--- src/rtl/mem_arbiter_if.sv ---
// mem_arbiter_if: requester, response and memory-port signals of the memory arbiter.
// Latency: none, wiring only.
// Backpressure: slave = arbiter side, master = requesters plus memory model side.
`ifndef WORD_SIZE
`define WORD_SIZE 32
`endif
`ifndef BLOCK_SIZE
`define BLOCK_SIZE 128
`endif

interface mem_arbiter_if #(
  parameter int ADDR_W = `WORD_SIZE,
  parameter int DATA_W = `BLOCK_SIZE
);
  logic              i_req;
  logic [ADDR_W-1:0] i_addr;
  logic [DATA_W-1:0] i_rdata;
  logic              i_done;
  logic              d_req;
  logic              d_we;
  logic [ADDR_W-1:0] d_addr;
  logic [DATA_W-1:0] d_wdata;
  logic [DATA_W-1:0] d_rdata;
  logic              d_done;
  logic              err;
  logic              mem_en;
  logic              mem_we;
  logic [ADDR_W-1:0] mem_addr;
  logic [DATA_W-1:0] mem_wdata;
  logic [DATA_W-1:0] mem_rdata;
  logic              mem_ready;

  modport slave (
    input  i_req, i_addr, d_req, d_we, d_addr, d_wdata, mem_rdata, mem_ready,
    output i_rdata, i_done, d_rdata, d_done, err, mem_en, mem_we, mem_addr, mem_wdata
  );

  modport master (
    output i_req, i_addr, d_req, d_we, d_addr, d_wdata, mem_rdata, mem_ready,
    input  i_rdata, i_done, d_rdata, d_done, err, mem_en, mem_we, mem_addr, mem_wdata
  );
endinterface

--- src/rtl/mem_arbiter.sv ---
// mem_arbiter: shares one block-wide memory port between icache refill and dcache refill/write-back.
// Latency: grant at the edge after req, done pulse at least 2 cycles after req; outputs decode registers only.
// Backpressure: losers wait in IDLE holding req; memory stalls via mem_ready, aborted after TIMEOUT cycles.
// Tie-break: ARB_ROUND_ROBIN_EN defined -> round robin, undefined -> dcache has fixed priority.
`ifndef WORD_SIZE
`define WORD_SIZE 32
`endif
`ifndef BLOCK_SIZE
`define BLOCK_SIZE 128
`endif

module mem_arbiter #(
  parameter int ADDR_W  = `WORD_SIZE,
  parameter int DATA_W  = `BLOCK_SIZE,
  parameter int TIMEOUT = 255
) (
  input logic          clk,
  input logic          rst_n,
  mem_arbiter_if.slave bus
);

  typedef enum logic [1:0] {IDLE, I_BUSY, D_BUSY, RESP} state_t;

  // Counter value at which one more stalled cycle means the memory took TIMEOUT cycles.
  localparam logic [7:0] LP_TO_LAST = 8'(TIMEOUT - 1);

  state_t            r_state;
  state_t            w_state_nxt;
  logic [7:0]        r_cnt;
  logic [ADDR_W-1:0] r_addr;
  logic              r_we;
  logic [DATA_W-1:0] r_wdata;
  logic              r_own_d;
  logic              r_err_pend;
  logic [DATA_W-1:0] r_i_rdata;
  logic [DATA_W-1:0] r_d_rdata;
  logic              w_busy;
  logic              w_pick_d;
  logic              w_grant_i;
  logic              w_grant_d;
  logic              w_to_hit;

  assign w_busy   = (r_state == I_BUSY) || (r_state == D_BUSY);
  assign w_to_hit = (r_cnt == LP_TO_LAST);

`ifdef ARB_ROUND_ROBIN_EN
  logic r_last_d;

  // On a tie serve whoever was not served last; the icache wins the first tie after reset.
  assign w_pick_d = bus.d_req & (~bus.i_req | ~r_last_d);

  // Remember which requester got the most recent grant.
  always_ff @(posedge clk or negedge rst_n) begin
    if (!rst_n) begin
      r_last_d <= 1'b1;
    end else if (w_grant_i || w_grant_d) begin
      r_last_d <= w_grant_d;
    end
  end
`else
  // Fixed priority: the dcache always wins a tie.
  assign w_pick_d = bus.d_req;
`endif

  // State register; reset aborts any transaction without a done pulse.
  always_ff @(posedge clk or negedge rst_n) begin
    if (!rst_n) begin
      r_state <= IDLE;
    end else begin
      r_state <= w_state_nxt;
    end
  end

  // Next-state, grant and handshake outputs, all decoded from registered state.
  always_comb begin
    w_state_nxt = r_state;
    w_grant_i   = 1'b0;
    w_grant_d   = 1'b0;
    bus.mem_en  = 1'b0;
    bus.mem_we  = 1'b0;
    bus.i_done  = 1'b0;
    bus.d_done  = 1'b0;
    bus.err     = 1'b0;
    case (r_state)
      IDLE: begin
        if (w_pick_d) begin
          w_grant_d   = 1'b1;
          w_state_nxt = D_BUSY;
        end else if (bus.i_req) begin
          w_grant_i   = 1'b1;
          w_state_nxt = I_BUSY;
        end
      end
      I_BUSY, D_BUSY: begin
        bus.mem_en = 1'b1;
        bus.mem_we = (r_state == D_BUSY) && r_we;
        if (bus.mem_ready || w_to_hit) begin
          w_state_nxt = RESP;
        end
      end
      RESP: begin
        bus.i_done  = ~r_own_d;
        bus.d_done  = r_own_d;
        bus.err     = r_err_pend;
        w_state_nxt = IDLE;
      end
      default: w_state_nxt = IDLE;
    endcase
  end

  // Capture the winning request at grant, then count stalls and collect read data.
  always_ff @(posedge clk or negedge rst_n) begin
    if (!rst_n) begin
      r_cnt      <= '0;
      r_addr     <= '0;
      r_we       <= 1'b0;
      r_wdata    <= '0;
      r_own_d    <= 1'b0;
      r_err_pend <= 1'b0;
      r_i_rdata  <= '0;
      r_d_rdata  <= '0;
    end else if (w_grant_i || w_grant_d) begin
      r_cnt      <= '0;
      r_err_pend <= 1'b0;
      r_own_d    <= w_grant_d;
      r_addr     <= w_grant_d ? bus.d_addr : bus.i_addr;
      r_we       <= w_grant_d & bus.d_we;
      if (w_grant_d) begin
        r_wdata <= bus.d_wdata;
      end
    end else if (w_busy) begin
      if (bus.mem_ready) begin
        // Ready on the last allowed cycle still counts as success.
        if (!r_own_d) begin
          r_i_rdata <= bus.mem_rdata;
        end else if (!r_we) begin
          r_d_rdata <= bus.mem_rdata;
        end
      end else begin
        r_cnt <= r_cnt + 8'd1;
        if (w_to_hit) begin
          r_err_pend <= 1'b1;
        end
      end
    end
  end

  assign bus.mem_addr  = r_addr;
  assign bus.mem_wdata = r_wdata;
  assign bus.i_rdata   = r_i_rdata;
  assign bus.d_rdata   = r_d_rdata;

endmodule
--- src/flat_wrapper.sv ---
// flat-port wrapper written by rule: the top's interface ports become plain ports
module mem_arbiter_flat 
#(
  parameter int ADDR_W  = `WORD_SIZE,
  parameter int DATA_W  = `BLOCK_SIZE,
  parameter int TIMEOUT = 255
)
  (clk, rst_n, bus_i_req, bus_i_addr, bus_d_req, bus_d_we, bus_d_addr, bus_d_wdata, bus_mem_rdata, bus_mem_ready, bus_i_rdata, bus_i_done, bus_d_rdata, bus_d_done, bus_err, bus_mem_en, bus_mem_we, bus_mem_addr, bus_mem_wdata);
  mem_arbiter_if #(.ADDR_W(ADDR_W), .DATA_W(DATA_W)) bus_i ();
  input logic clk;
  input logic rst_n;
  input wire logic [$bits(bus_i.i_req)-1:0] bus_i_req;
  input wire logic [$bits(bus_i.i_addr)-1:0] bus_i_addr;
  input wire logic [$bits(bus_i.d_req)-1:0] bus_d_req;
  input wire logic [$bits(bus_i.d_we)-1:0] bus_d_we;
  input wire logic [$bits(bus_i.d_addr)-1:0] bus_d_addr;
  input wire logic [$bits(bus_i.d_wdata)-1:0] bus_d_wdata;
  input wire logic [$bits(bus_i.mem_rdata)-1:0] bus_mem_rdata;
  input wire logic [$bits(bus_i.mem_ready)-1:0] bus_mem_ready;
  output wire logic [$bits(bus_i.i_rdata)-1:0] bus_i_rdata;
  output wire logic [$bits(bus_i.i_done)-1:0] bus_i_done;
  output wire logic [$bits(bus_i.d_rdata)-1:0] bus_d_rdata;
  output wire logic [$bits(bus_i.d_done)-1:0] bus_d_done;
  output wire logic [$bits(bus_i.err)-1:0] bus_err;
  output wire logic [$bits(bus_i.mem_en)-1:0] bus_mem_en;
  output wire logic [$bits(bus_i.mem_we)-1:0] bus_mem_we;
  output wire logic [$bits(bus_i.mem_addr)-1:0] bus_mem_addr;
  output wire logic [$bits(bus_i.mem_wdata)-1:0] bus_mem_wdata;
  assign bus_i.i_req = bus_i_req;
  assign bus_i.i_addr = bus_i_addr;
  assign bus_i.d_req = bus_d_req;
  assign bus_i.d_we = bus_d_we;
  assign bus_i.d_addr = bus_d_addr;
  assign bus_i.d_wdata = bus_d_wdata;
  assign bus_i.mem_rdata = bus_mem_rdata;
  assign bus_i.mem_ready = bus_mem_ready;
  assign bus_i_rdata = bus_i.i_rdata;
  assign bus_i_done = bus_i.i_done;
  assign bus_d_rdata = bus_i.d_rdata;
  assign bus_d_done = bus_i.d_done;
  assign bus_err = bus_i.err;
  assign bus_mem_en = bus_i.mem_en;
  assign bus_mem_we = bus_i.mem_we;
  assign bus_mem_addr = bus_i.mem_addr;
  assign bus_mem_wdata = bus_i.mem_wdata;
  mem_arbiter #(.ADDR_W(ADDR_W), .DATA_W(DATA_W), .TIMEOUT(TIMEOUT)) u_core (.clk(clk), .rst_n(rst_n), .bus(bus_i));
endmodule
--- config.mk ---
export PLATFORM = sky130hd
export DESIGN_NAME = mem_arbiter_flat
export DESIGN_NICKNAME = d
export VERILOG_FILES = /design/src/rtl/mem_arbiter_if.sv /design/src/rtl/mem_arbiter.sv /design/src/flat_wrapper.sv
export SDC_FILE = /design/constraint.sdc
export NUM_CORES = 1
export LEC_CHECK = 0
export ABC_AREA = 1
export CAP_MARGIN = 0
export CORE_AREA = 2 2 287 289
export DETAILED_ROUTE_END_ITERATION = 7
export DIE_AREA = 0 0 289 291
export PLACE_DENSITY_LB_ADDON = 0.3
export SYNTH_ARGS = -nofsm -noshare
export SYNTH_HDL_FRONTEND = slang
export SYNTH_SLANG_ARGS = --single-unit
--- constraint.sdc ---
create_clock -name clk -period 3.3 [get_ports clk]
set_input_delay 0.66 -clock clk [delete_from_list [all_inputs] [get_ports clk]]
set_output_delay 0.66 -clock clk [all_outputs]
set_load 0.005 [all_outputs]
[Word-level counts from Yosys, hierarchy flattened]
Index checks and enable logic that the tools add are counted.
Operators by class
  multiplexer cells: 22
  reductions and logical operators: 14
  bitwise operators: 4
  $add $sub $neg: 1
  equality and inequality tests: 7
Operators by type and width (count)
  $mux 32: 1
  $mux 8: 3
  $mux 1: 14
  $add 8x1->8 const B: 1
  $eq 8x8->1 const B: 1
  $mux 2: 3
  $pmux 2 s3: 1
  $reduce_and 2->1: 3
  $reduce_and 5->1: 1
  $eq 2x2->1 const B: 2
  $ne 2x1->1 const B: 2
  $reduce_and 4->1: 1
  $reduce_bool 2->1: 2
  $logic_or 1x1->1: 3
  $ne 3x3->1 const B: 1
  $not 1->1: 3
  $reduce_and 3->1: 1
  $eq 2x1->1 const B: 1
  $logic_not 2->1: 1
  $reduce_or 2->1: 1
  $and 1x1->1: 1
  $logic_and 1x1->1: 1
Word-level totals
  input bits: 326
  logic and storage cells: 57
  output and inout bits: 421
  register bits: 429

[Logic depth before layout (Yosys ltp)]
Gate-level depths: netlist of the first run.
  depth after elaboration: 6
  depth in mapped cells: 10
  depth with buffers taken out: 9

[Worst setup path after synthesis of the first run]
OpenSTA, ideal clock, no wires.
  kind: register to register
  from: reg u_core.r_state[1]
  to: reg u_core.r_d_rdata[57], in the netlist u_core.bus.d_rdata[57]
  cell stages (with the launch flop): 10
  setup slack: 1643 ps
  arrival time: 1540 ps
  period minus slack after synthesis: 1657 ps
  setup time: 116 ps
  data required time: 3184 ps
  buffers on the path: 2
  path through: dfrtp_1 inv_1 ha_1 nand2_1 nor2_1 nand4_1 buf_4 buf_2 nand2_1 nand2_1
Between the ends
  longest elaborated chain between the ends: 5
  elaborated cells on any way between the ends: 9
  those cells by class: eq/ne: 2; mux: 2; bitwise: 1; reduce/logical: 4
Ends and longest elaborated chain
  start, declared: line mem_arbiter.sv:27  | state_t r_state;
  start signal, assigned: line mem_arbiter.sv:70  | r_state <= w_state_nxt;
  $logic_not 2->1: line mem_arbiter.sv:84  | case (r_state)
  $mux 1: line mem_arbiter.sv:84
  $logic_or 1x1->1: line mem_arbiter.sv:122  | end else if (w_grant_i || w_grant_d) begin
  $not 1->1 (no line)
  $reduce_and 5->1 (no line) (*)
  end signal, assigned: line mem_arbiter.sv:137  | r_d_rdata <= bus.mem_rdata;
  end, declared: line mem_arbiter.sv:36  | logic [DATA_W-1:0] r_d_rdata;
Mark *: on every way between the ends. The rest lies on a longest branch, timed or not.
A chain may end at the register's enable or synchronous reset.

[Worst setup path in the final report of the first run]
  from: reg u_core.r_state[1]
  to: out bus_mem_we
Between the ends
  longest elaborated chain between the ends: 3
  elaborated cells on any way between the ends: 5
  those cells by class: eq/ne: 2; mux: 1; reduce/logical: 2
Ends and longest elaborated chain
  $eq 2x2->1 / $eq 2x1->1 (equally long branches): line mem_arbiter.sv:84, mem_arbiter.sv:96
  $reduce_or 2->1 / $logic_and 1x1->1 (equally long branches): line mem_arbiter.sv:84, mem_arbiter.sv:96
  $mux 1 (*): line mem_arbiter.sv:84
  end, declared: line flat_wrapper.sv:26  | output wire logic [$bits(bus_i.mem_we)-1:0] bus_mem_we;
Marked as above.

==> impl_metrics.env, run 1 <==
export IMPL_fin_hold_ws_ns=0.0754
export IMPL_gr_total_overflow=0
export IMPL_path_cells="inv_1 > ha_1 > nand2_1 > nor2_1 > clkdlybuf4s50_1"
export IMPL_grt_max_degree=146
export IMPL_wl_per_cell_um=18.8
export IMPL_drt_iter0_drc=748
export IMPL_synth_avg_cell_area_sq_um=10.2
export IMPL_synth_mux_area_share_pct=8.40
export IMPL_crit_arrival_ns=2.14
export IMPL_worst_pin_slew_ns=0.955
export IMPL_cap_violations=0
export IMPL_seq_area_frac_synth_pct=62.5
export IMPL_final_nets=2750
export IMPL_grt_use_met1_pct=18.9
export IMPL_area_delta_synth_final_pct=58.7
export IMPL_clk_latency_ns=0.58
export IMPL_cpPeakStageDelay_ns=0.53
export IMPL_synth_top_family_by_area="simple AND/OR/NAND/NOR gates"
export IMPL_grt_pass1_vias=15200
export IMPL_finalPower_mw=25.7
export IMPL_final_area_sq_mm=0.0272
export IMPL_dieHeight_um=291
export IMPL_routed_wl_mm=66.4
export IMPL_critPathRequiredTime_ns=2.64
export IMPL_grtUsageMet2_pct=26.4
export IMPL_clkTransAtPathRegs_ns=0.06
export IMPL_busiest_layer="met2"
export IMPL_drc_errors=0
export IMPL_synth_simple_gate_area_share_pct=20.8
export IMPL_cts_buffers=51
export IMPL_fillers=8291
export IMPL_gp_congestion=0.884
export IMPL_vdd_drop_max_uv=384
export IMPL_viasPerCell=4.08
export IMPL_synth_nets=2017
export IMPL_final_antenna_net_count=0
export IMPL_io_pins=747
export IMPL_synth_seq_cells=429
export IMPL_setup_viol=0
export IMPL_dr_pass1_iters=5
export IMPL_worst_setup_path_end_kind="output port"
export IMPL_synth_top_area_share_pct=62.5
export IMPL_status="complete, no violations"
export IMPL_ff_latch_area_sq_mm=0.0107
export IMPL_skew_ns=0.0116
export IMPL_path_class="reg2out"
export IMPL_hp_class="in2async"
export IMPL_synth_xor_area_share_pct=0
export IMPL_yosysTopAreaCell="dfrtp_1"
export IMPL_design_core_area_sq_mm=0.0812
export IMPL_syn_inst=1685
export IMPL_cp_max_fo=6
export IMPL_drive_above_1_share_pct=9.95
export IMPL_grt_pass1_wl_mm=98.9
export IMPL_cts_resized=0
export IMPL_fin_tns_setup_ns=0
export IMPL_dieArea_sq_mm=0.0841
export IMPL_synth_fa_ha_area_share_pct=0.437
export IMPL_finalCriticalPeriod_ns=2.80
export IMPL_netlist_area_sq_mm=0.0172
export IMPL_p_leak_nw=12.6
export IMPL_vias=14400
export IMPL_cts_root_buf="clkbuf_16"
export IMPL_yosys_top_cells_area="dfrtp_1 (63%), nand2_1 (16%), mux2_2 (8.4%)"
export IMPL_fmax_ghz=0.357
export IMPL_grtUsageMet3_pct=3.50
export IMPL_die_w_um=289
export IMPL_dp_hpwl_mm=49.0
export IMPL_start_kind="flop"
export IMPL_cts_path_max_buffers=3
export IMPL_hold_viol=0
export IMPL_clkSinkCount=429
export IMPL_multi_input_area_sq_mm=0.00549
export IMPL_placed_area_sq_mm=0.0256
export IMPL_holdBufCountCts=0
export IMPL_port_buffers=746
export IMPL_start_util_pct=21.1
export IMPL_grtUsageTotal_pct=15.4
export IMPL_reg2reg_depth=8
export IMPL_yosysWarningCount=0
export IMPL_powerDensity_mw_per_mm2=945
export IMPL_row_count=105
export IMPL_antenna_found_initial=7
export IMPL_layout_cells_non_filler=3525
export IMPL_slew_viol_final=0
export IMPL_relSlewSlack_pct=36.4
export IMPL_htree_num_levels=2
export IMPL_min_period_over_period_pct=84.9
export IMPL_synth_compound_area_share_pct=2.16
export IMPL_crit_slowest_cell="clkdlybuf4s50_1"
export IMPL_dp_cells=3435
export IMPL_rsz0062_at_grt="false"
export IMPL_synth_cell_types=23
export IMPL_post_cts_buffers=0
export IMPL_cts_tree="yes"
export IMPL_regToRegSetupSlack_ns=0.89
[sequential cells by signal, indices dropped and copies added, names as in the netlist]
signal and flops:
u_core.r_own_d 1, u_core.bus.mem_wdata 128, u_core.r_cnt 8, u_core.bus.mem_addr 32, u_core.bus.d_rdata 128, u_core.r_we 1
u_core.r_err_pend 1, u_core.bus.i_rdata 128, u_core.r_state 2
[power breakdown]
group	internal, mW	switching, mW
sequential	7.72	1.44
clock	3.32	2.29
combinational	6.19	4.79
total	17.2	8.52
[layout by cell type (no fill, tap or decap)]
cell               n
clkdlybuf4s50_1  745
nand2_1          734
dfrtp_1          429
nand3_1          138
mux2_2           128
o21ai_0           69
clkbuf_16         51
inv_1             48
buf_4             22
nor2_1            18
clkbuf_1          13
clkbuf_8          11
buf_12            10
ha_1               6
a21oi_1            4
clkinv_2           4
diode_2            3
inv_6              3
bufinv_16          3
inv_2              2
nor2_4             2
nand2_4            2
nand3_2            1
nand2_8            1
nand4_1            1
nor3b_1            1
nor3_1             1
o21ai_1            1
inv_16             1
clkinvlp_4         1
clkinv_4           1
buf_8              1
[synthesized netlist by cell type]
library cell and count:
nand2_1 734, nand4_1 1, nor3b_1 1, nand3_1 138, nor3_1 1, ha_1 6, mux2_2 128, nand3_2 1
o21ai_1 1, inv_1 48, buf_2 33, clkbuf_1 9, dfrtp_1 429, inv_6 1, nand2_4 1, a21oi_1 4
nor2_1 19, buf_6 41, inv_2 2, o21ai_0 69, nand2_2 2, buf_4 15, nor2_2 1
[worst max-delay path, delay by kind of cell, from the launching register on]
family,cells,cell delay (ns)
fa+ha+maj,1,0.38
buf+inv,2,0.61
flops,1,0.40
simple gates,2,0.17
[worst paths after layout]
check / endpoint / start
worst max-delay path: bus_mem_we / u_core.r_state[1]$_DFFE_PN0P_
worst min-delay path: u_core.bus.d_rdata[113]$_DFFE_PN0P_ / rst_n
worst max register to register: u_core.bus.d_rdata[13]$_DFFE_PN0P_ / u_core.r_state[1]$_DFFE_PN0P_
worst min register to register: u_core.bus.i_rdata[49]$_DFFE_PN0P_ / u_core.bus.i_rdata[49]$_DFFE_PN0P_
max in group asynchronous: u_core.bus.mem_wdata[0]$_DFFE_PN0P_ / rst_n
min in group clk: u_core.bus.i_rdata[49]$_DFFE_PN0P_ / u_core.bus.i_rdata[49]$_DFFE_PN0P_
[routing by layer]
metal,up-vias,routed length (um)
met2,429,33000
met4,6,2260
li1,6822,-
met5,-,40
met1,6999,27000
met3,113,4160
[logic make-up after synthesis]
logic type      after synthesis
compound gates               74
fa+ha+maj                     6
buf+inv                     149
flops                       429
mux                         128
simple gates                899
[metrics by stage]
stage               setup slack [ns]  util, %
floorplan                       1.64        -
global placement               0.424     31.5
detailed placement             0.349     31.5
CTS                            0.415     33.6
global route                   0.349     33.6
finish                         0.498     33.6
[layout make-up]
| class | instances | area share [%] |
|---|---|---|
| sequential | 429 | 39.4 |
| timing repair buffer | 778 | 28.8 |
| clock inverter | 12 | 0.601 |
| multi-input combinational | 1107 | 20.2 |
| inverter | 51 | 0.721 |
| antenna | 3 | 0.0275 |
| tap | 1070 | 4.91 |
| clock buffer | 75 | 5.42 |
Power figures use the tool's default switching activity.
==> run 2: changes to the inputs <==
- CORE_AREA: 2 2 287 289 -> 2 2 289 291
- DIE_AREA: 0 0 289 291 -> 0 0 291 293
- clock period: 3.3 -> 2.49 ns (I/O delays scaled with it)
==> impl_metrics.env, run 2 (synthesized netlist as in run 1, its figures left out) <==
export IMPL_status="complete, no violations"
export IMPL_fmax_ghz=0.419
export IMPL_routed_wl_mm=68.0
export IMPL_worst_pin_slew_ns=0.544
export IMPL_dieHeight_um=293
export IMPL_cts_root_buf="clkbuf_16"
export IMPL_crit_arrival_ns=1.89
export IMPL_design_core_area_sq_mm=0.0818
export IMPL_p_clk_share_pct=21.2
export IMPL_cts_tree="yes"
export IMPL_clkTransAtPathRegs_ns=0.06
export IMPL_cap_violations=0
export IMPL_setup_viol=0
export IMPL_io_pins=747
export IMPL_cts_path_max_buffers=3
export IMPL_p_int_mw=23.3
export IMPL_clkSinkCount=429
export IMPL_cts_buffers=50
export IMPL_final_common_cell="clkdlybuf4s50_1"
export IMPL_antenna_found_initial=8
export IMPL_finalPower_mw=34.7
export IMPL_final_area_sq_mm=0.0279
export IMPL_clk_latency_ns=0.59
export IMPL_p_sw_share_pct=33.0
export IMPL_layout_cells_non_filler=3580
export IMPL_min_period_over_period_pct=95.8
export IMPL_row_count=105
export IMPL_wl_per_cell_um=19.0
export IMPL_grt_pass1_vias=15400
export IMPL_hp_class="reg2reg"
export IMPL_area_delta_synth_final_pct=62.3
export IMPL_start_util_pct=21.0
export IMPL_dieArea_sq_mm=0.0853
export IMPL_slew_viol_final=0
export IMPL_finalCriticalPeriod_ns=2.39
export IMPL_grt_pass1_wl_mm=101
export IMPL_powerDensity_mw_per_mm2=1250
export IMPL_gr_total_overflow=0
export IMPL_p_leak_nw=13.0
export IMPL_grtUsageTotal_pct=15.5
export IMPL_viasPerCell=4.10
export IMPL_drt_iter0_drc=717
export IMPL_critPathRequiredTime_ns=1.99
export IMPL_grt_max_degree=71
export IMPL_start_kind="flop"
export IMPL_combPwrFrac_pct=43.8
export IMPL_port_buffers=746
export IMPL_hold_viol=0
export IMPL_dp_hpwl_mm=52.2
export IMPL_drive_above_1_share_pct=12.1
export IMPL_skew_ns=0.0211
export IMPL_vdd_drop_max_uv=522
export IMPL_final_antenna_net_count=0
export IMPL_drc_errors=0
export IMPL_cp_max_fo=6
export IMPL_p_sw_mw=11.4
export IMPL_dr_pass1_iters=5
export IMPL_path_class="reg2out"
export IMPL_final_nets=2802
export IMPL_die_w_um=291
export IMPL_htree_num_levels=2
export IMPL_vias=14700
export IMPL_placed_area_sq_mm=0.0262
export IMPL_worst_setup_path_end_kind="output port"
export IMPL_pwr_share_seq_pct=35.0
export IMPL_fin_tns_setup_ns=0
export IMPL_relSlewSlack_pct=63.7
export IMPL_most_common_layout_cells="clkdlybuf4s50_1 (741), nand2_1 (734), dfrtp_1 (429), nand3_1 (138), mux2_2 (128)"
export IMPL_dp_cells=3486
export IMPL_rsz0062_at_grt="false"
export IMPL_gp_congestion=0.872
run 2: changes by cell type in the layout (fill, tap and decap cells not counted), moves of 2 or more:
cell | previous run | this run
clkbuf_1 | 13 | 10
ha_1 | 6 | 4
buf_12 | 10 | 26
buf_4 | 22 | 58
clkinv_2 | 4 | 10
dlymetal6s2s_1 | 0 | 3
clkdlybuf4s50_1 | 745 | 741
run 2: path summary, 6_finish.rpt:
kind                                                            to  slack, ns                                from  cells after the start
worst min register to register  u_core.bus.i_rdata[58]$_DFFE_PN0P_       0.47  u_core.bus.i_rdata[58]$_DFFE_PN0P_                      2
worst max register to register  u_core.bus.d_rdata[21]$_DFFE_PN0P_       0.38       u_core.r_state[0]$_DFFE_PN0P_                      9
min in group asynchronous       u_core.bus.d_rdata[15]$_DFFE_PN0P_       0.48                               rst_n                      2
worst min-delay path            u_core.bus.i_rdata[58]$_DFFE_PN0P_       0.47  u_core.bus.i_rdata[58]$_DFFE_PN0P_                      2
max in group asynchronous              u_core.r_cnt[0]$_DFFE_PN0P_       1.19                               rst_n                      3
worst max-delay path                                    bus_mem_en       0.10       u_core.r_state[0]$_DFFE_PN0P_                      3
run 2: what timing repair did:
| item | 4_1_cts | 5_1_grt |
|---|---|---|
| hold buffers | 1 | 0 |
| resized for setup | 3 | 5 |
| setup buffers | 1 | 0 |
| hold endpoints to repair | 31 | 0 |
| setup endpoints to repair | 2 | 4 |
run 2: worst max-delay path: stages, from the launching register on:
cell and delay, ns:
dfrtp_1 0.40, inv_2 0.08, ha_4 0.30, clkdlybuf4s50_1 0.52
run 2: layout make-up:
cell class                      instances  area, sq um
Tap cell                             1070         1340
Sequential cell                       429        10700
Timing Repair Buffer                  831         8440
Inverter                               51          196
Multi-Input combinational cell       1107         5510
Clock inverter                         15          148
Clock buffer                           73         1480
Antenna cell                            4         10.0
Fill cell                            8220        54000
run 2: power by group through the flow:
stage	Sequential (mW)	Combinational, mW	Clock, mW
final	12.2	15.2	7.36
after global routing	12.6	16.5	7.90
after CTS	12.2	15.5	7.63
after detailed placement	12.2	15.3	0
after global placement	12.1	15.2	0
after floorplan	12.2	5.44	0
run 2: stage by stage:
stage | utilization, % | worst slack [ns] | hold slack, ns
after floorplan | - | 0.833 | 0.202
after global placement | 32.0 | 0.0933 | 0.455
after detailed placement | 32.0 | 0.0853 | 0.457
after CTS | 34.0 | 0.00625 | 0.431
after global routing | 34.0 | 0.0190 | 0.473
final | 34.0 | 0.104 | 0.468
run 2: routing by layer:
layer | routed length [um] | vias up | GRT usage [%]
met2 | 34300 | 481 | 26.9
met5 | 27 | - | 0
met4 | 2060 | 4 | 5.24
met3 | 3800 | 104 | 3.26
li1 | - | 6923 | -
met1 | 27800 | 7182 | 19.1
==> run 3: changes to the inputs <==
- CORE_AREA: 2 2 289 291 -> 2 2 288 290
- DIE_AREA: 0 0 291 293 -> 0 0 290 292
- clock period: 2.49 -> 2.4 ns (I/O delays scaled with it)
==> impl_metrics.env, run 3 (synthesized netlist as in run 1, its figures left out) <==
export IMPL_status="complete, no violations"
export IMPL_grtUsageTotal_pct=15.5
export IMPL_htree_num_levels=2
export IMPL_viasPerCell=4.11
export IMPL_fin_tns_setup_ns=0
export IMPL_hold_viol=0
export IMPL_fmax_ghz=0.445
export IMPL_fillers=8182
export IMPL_slew_viol_final=0
export IMPL_reg2reg_depth=9
export IMPL_skew_ns=0.0171
export IMPL_cts_root_buf="clkbuf_16"
export IMPL_cts_buffers=50
export IMPL_cp_startpoint="u_core.r_state[0]$_DFFE_PN0P_"
export IMPL_path_cells="inv_1 > ha_4 > nand2_1 > nor2_1 > clkdlybuf4s15_1"
export IMPL_fin_hold_ws_ns=0.386
export IMPL_io_pins=747
export IMPL_critPathRequiredTime_ns=1.92
export IMPL_grtUsageMet2_pct=26.3
export IMPL_gr_total_overflow=0
export IMPL_path_class="reg2out"
export IMPL_wl_per_cell_um=18.8
export IMPL_rsz0062_at_grt="false"
export IMPL_cpPeakStageDelay_ns=0.37
export IMPL_drive_above_1_share_pct=11.7
export IMPL_final_common_cell="clkdlybuf4s50_1"
export IMPL_drt_iter0_drc=625
export IMPL_relSlewSlack_pct=71.2
export IMPL_timing_rr_start="u_core.r_state[0]$_DFFE_PN0P_"
export IMPL_hp_class="in2async"
export IMPL_grt_max_degree=89
export IMPL_vias=14700
export IMPL_cts_path_max_buffers=3
export IMPL_die_w_um=290
export IMPL_clkTransAtPathRegs_ns=0.06
export IMPL_endpoint="bus_mem_we"
export IMPL_port_buffers=746
export IMPL_clkSinkCount=429
export IMPL_dp_hpwl_mm=51.0
export IMPL_dieHeight_um=292
export IMPL_cts_tree="yes"
export IMPL_dp_cells=3474
export IMPL_p_leak_nw=12.9
export IMPL_vdd_drop_max_uv=543
export IMPL_regToRegSetupSlack_ns=0.46
export IMPL_crit_arrival_ns=1.77
export IMPL_min_period_over_period_pct=93.6
export IMPL_final_nets=2790
export IMPL_dieArea_sq_mm=0.0847
export IMPL_worst_setup_path_end_kind="output port"
export IMPL_start_kind="flop"
export IMPL_cp_max_fo=6
export IMPL_row_count=105
export IMPL_grt_pass1_wl_mm=100
export IMPL_finalPower_mw=36.4
export IMPL_start_util_pct=21.0
export IMPL_crit_slowest_cell="dfrtp_1"
export IMPL_drc_errors=0
export IMPL_grt_pass1_vias=15400
export IMPL_antenna_found_initial=6
export IMPL_routed_wl_mm=67.2
export IMPL_most_common_layout_cells="clkdlybuf4s50_1 (740), nand2_1 (734), dfrtp_1 (429), nand3_1 (138), mux2_2 (128)"
export IMPL_design_core_area_sq_mm=0.0816
export IMPL_setup_viol=0
export IMPL_powerDensity_mw_per_mm2=1300
export IMPL_finalCriticalPeriod_ns=2.25
export IMPL_busiest_layer="met2"
export IMPL_layout_cells_non_filler=3576
export IMPL_final_antenna_net_count=0
export IMPL_area_delta_synth_final_pct=62.6
export IMPL_cap_violations=0
export IMPL_clk_latency_ns=0.60
export IMPL_dr_pass1_iters=5
export IMPL_r2r_end="u_core.bus.d_rdata[16]$_DFFE_PN0P_"
export IMPL_worst_pin_slew_ns=0.432
export IMPL_gp_congestion=0.893
export IMPL_grt_use_met1_pct=18.9
export IMPL_grtUsageMet3_pct=3.52
## run 3: final cells by class
cell class                      count  area [sq um]  share of cell area, %
Antenna cell                        6          15.0                 0.0538
Timing Repair Buffer              819          8380                   30.0
Sequential cell                   429         10700                   38.5
Inverter                           51           196                  0.704
Multi-Input combinational cell   1107          5510                   19.7
Clock buffer                       75          1470                   5.25
Tap cell                         1070          1340                   4.80
Clock inverter                     19           277                  0.991
## run 3: worst min-delay path by stage
| stage | cells after the start | to | slack, ns |
|---|---|---|---|
| floorplan | 0 | u_core.bus.d_rdata[0]$_DFFE_PN0P_ | 0.18 |
| global placement | 1 | u_core.bus.i_rdata[28]$_DFFE_PN0P_ | 0.43 |
| detailed placement | 1 | u_core.bus.i_rdata[28]$_DFFE_PN0P_ | 0.43 |
| CTS | 2 | u_core.bus.i_rdata[28]$_DFFE_PN0P_ | 0.36 |
| global route | 2 | u_core.bus.i_rdata[28]$_DFFE_PN0P_ | 0.39 |
| finish | 2 | u_core.bus.i_rdata[28]$_DFFE_PN0P_ | 0.39 |
## run 3: timing repair
| action | CTS | global route |
|---|---|---|
| setup endpoints to repair | 3 | 1 |
| buffers inserted | 1 | 0 |
| gates cloned | 0 | 0 |
| pin swaps | 0 | 0 |
| resized for setup | 7 | 1 |
| hold endpoints to repair | 33 | 0 |
| hold buffers | 1 | 0 |
## run 3: metal layers
layer / part of all wire [%] / vias to the layer above
met3: 6.4 / 124
met2: 49 / 547
li1: - / 6917
met4: 3.5 / 2
met1: 41 / 7095
met5: 0.015 / -
## run 3: metrics by stage
step / worst slack (ns) / utilization (%) / cell area (sq um)
6_report: 0.153 / 34.2 / 27900
5_1_grt: 0.00401 / 34.2 / 27900
3_5_place_dp: 0.0904 / 32.0 / 26100
3_3_place_gp: 0.136 / 32.0 / 26100
2_1_floorplan: 0.743 / - / 17200
4_1_cts: 0.0576 / 34.2 / 27900
## run 3: critical path, delay by kind of cell, from the launching register on
family	cells	cell delay [ns]
fa+ha+maj	1	0.32
buf+inv	2	0.35
flops	1	0.37
simple gates	2	0.13
## run 3: power breakdown
group	leakage, nW	internal [mW]	switching (mW)
registers	5.31	10.6	1.96
logic	6.75	9.01	6.74
clock network	0.851	4.87	3.20
total	12.9	24.5	11.9
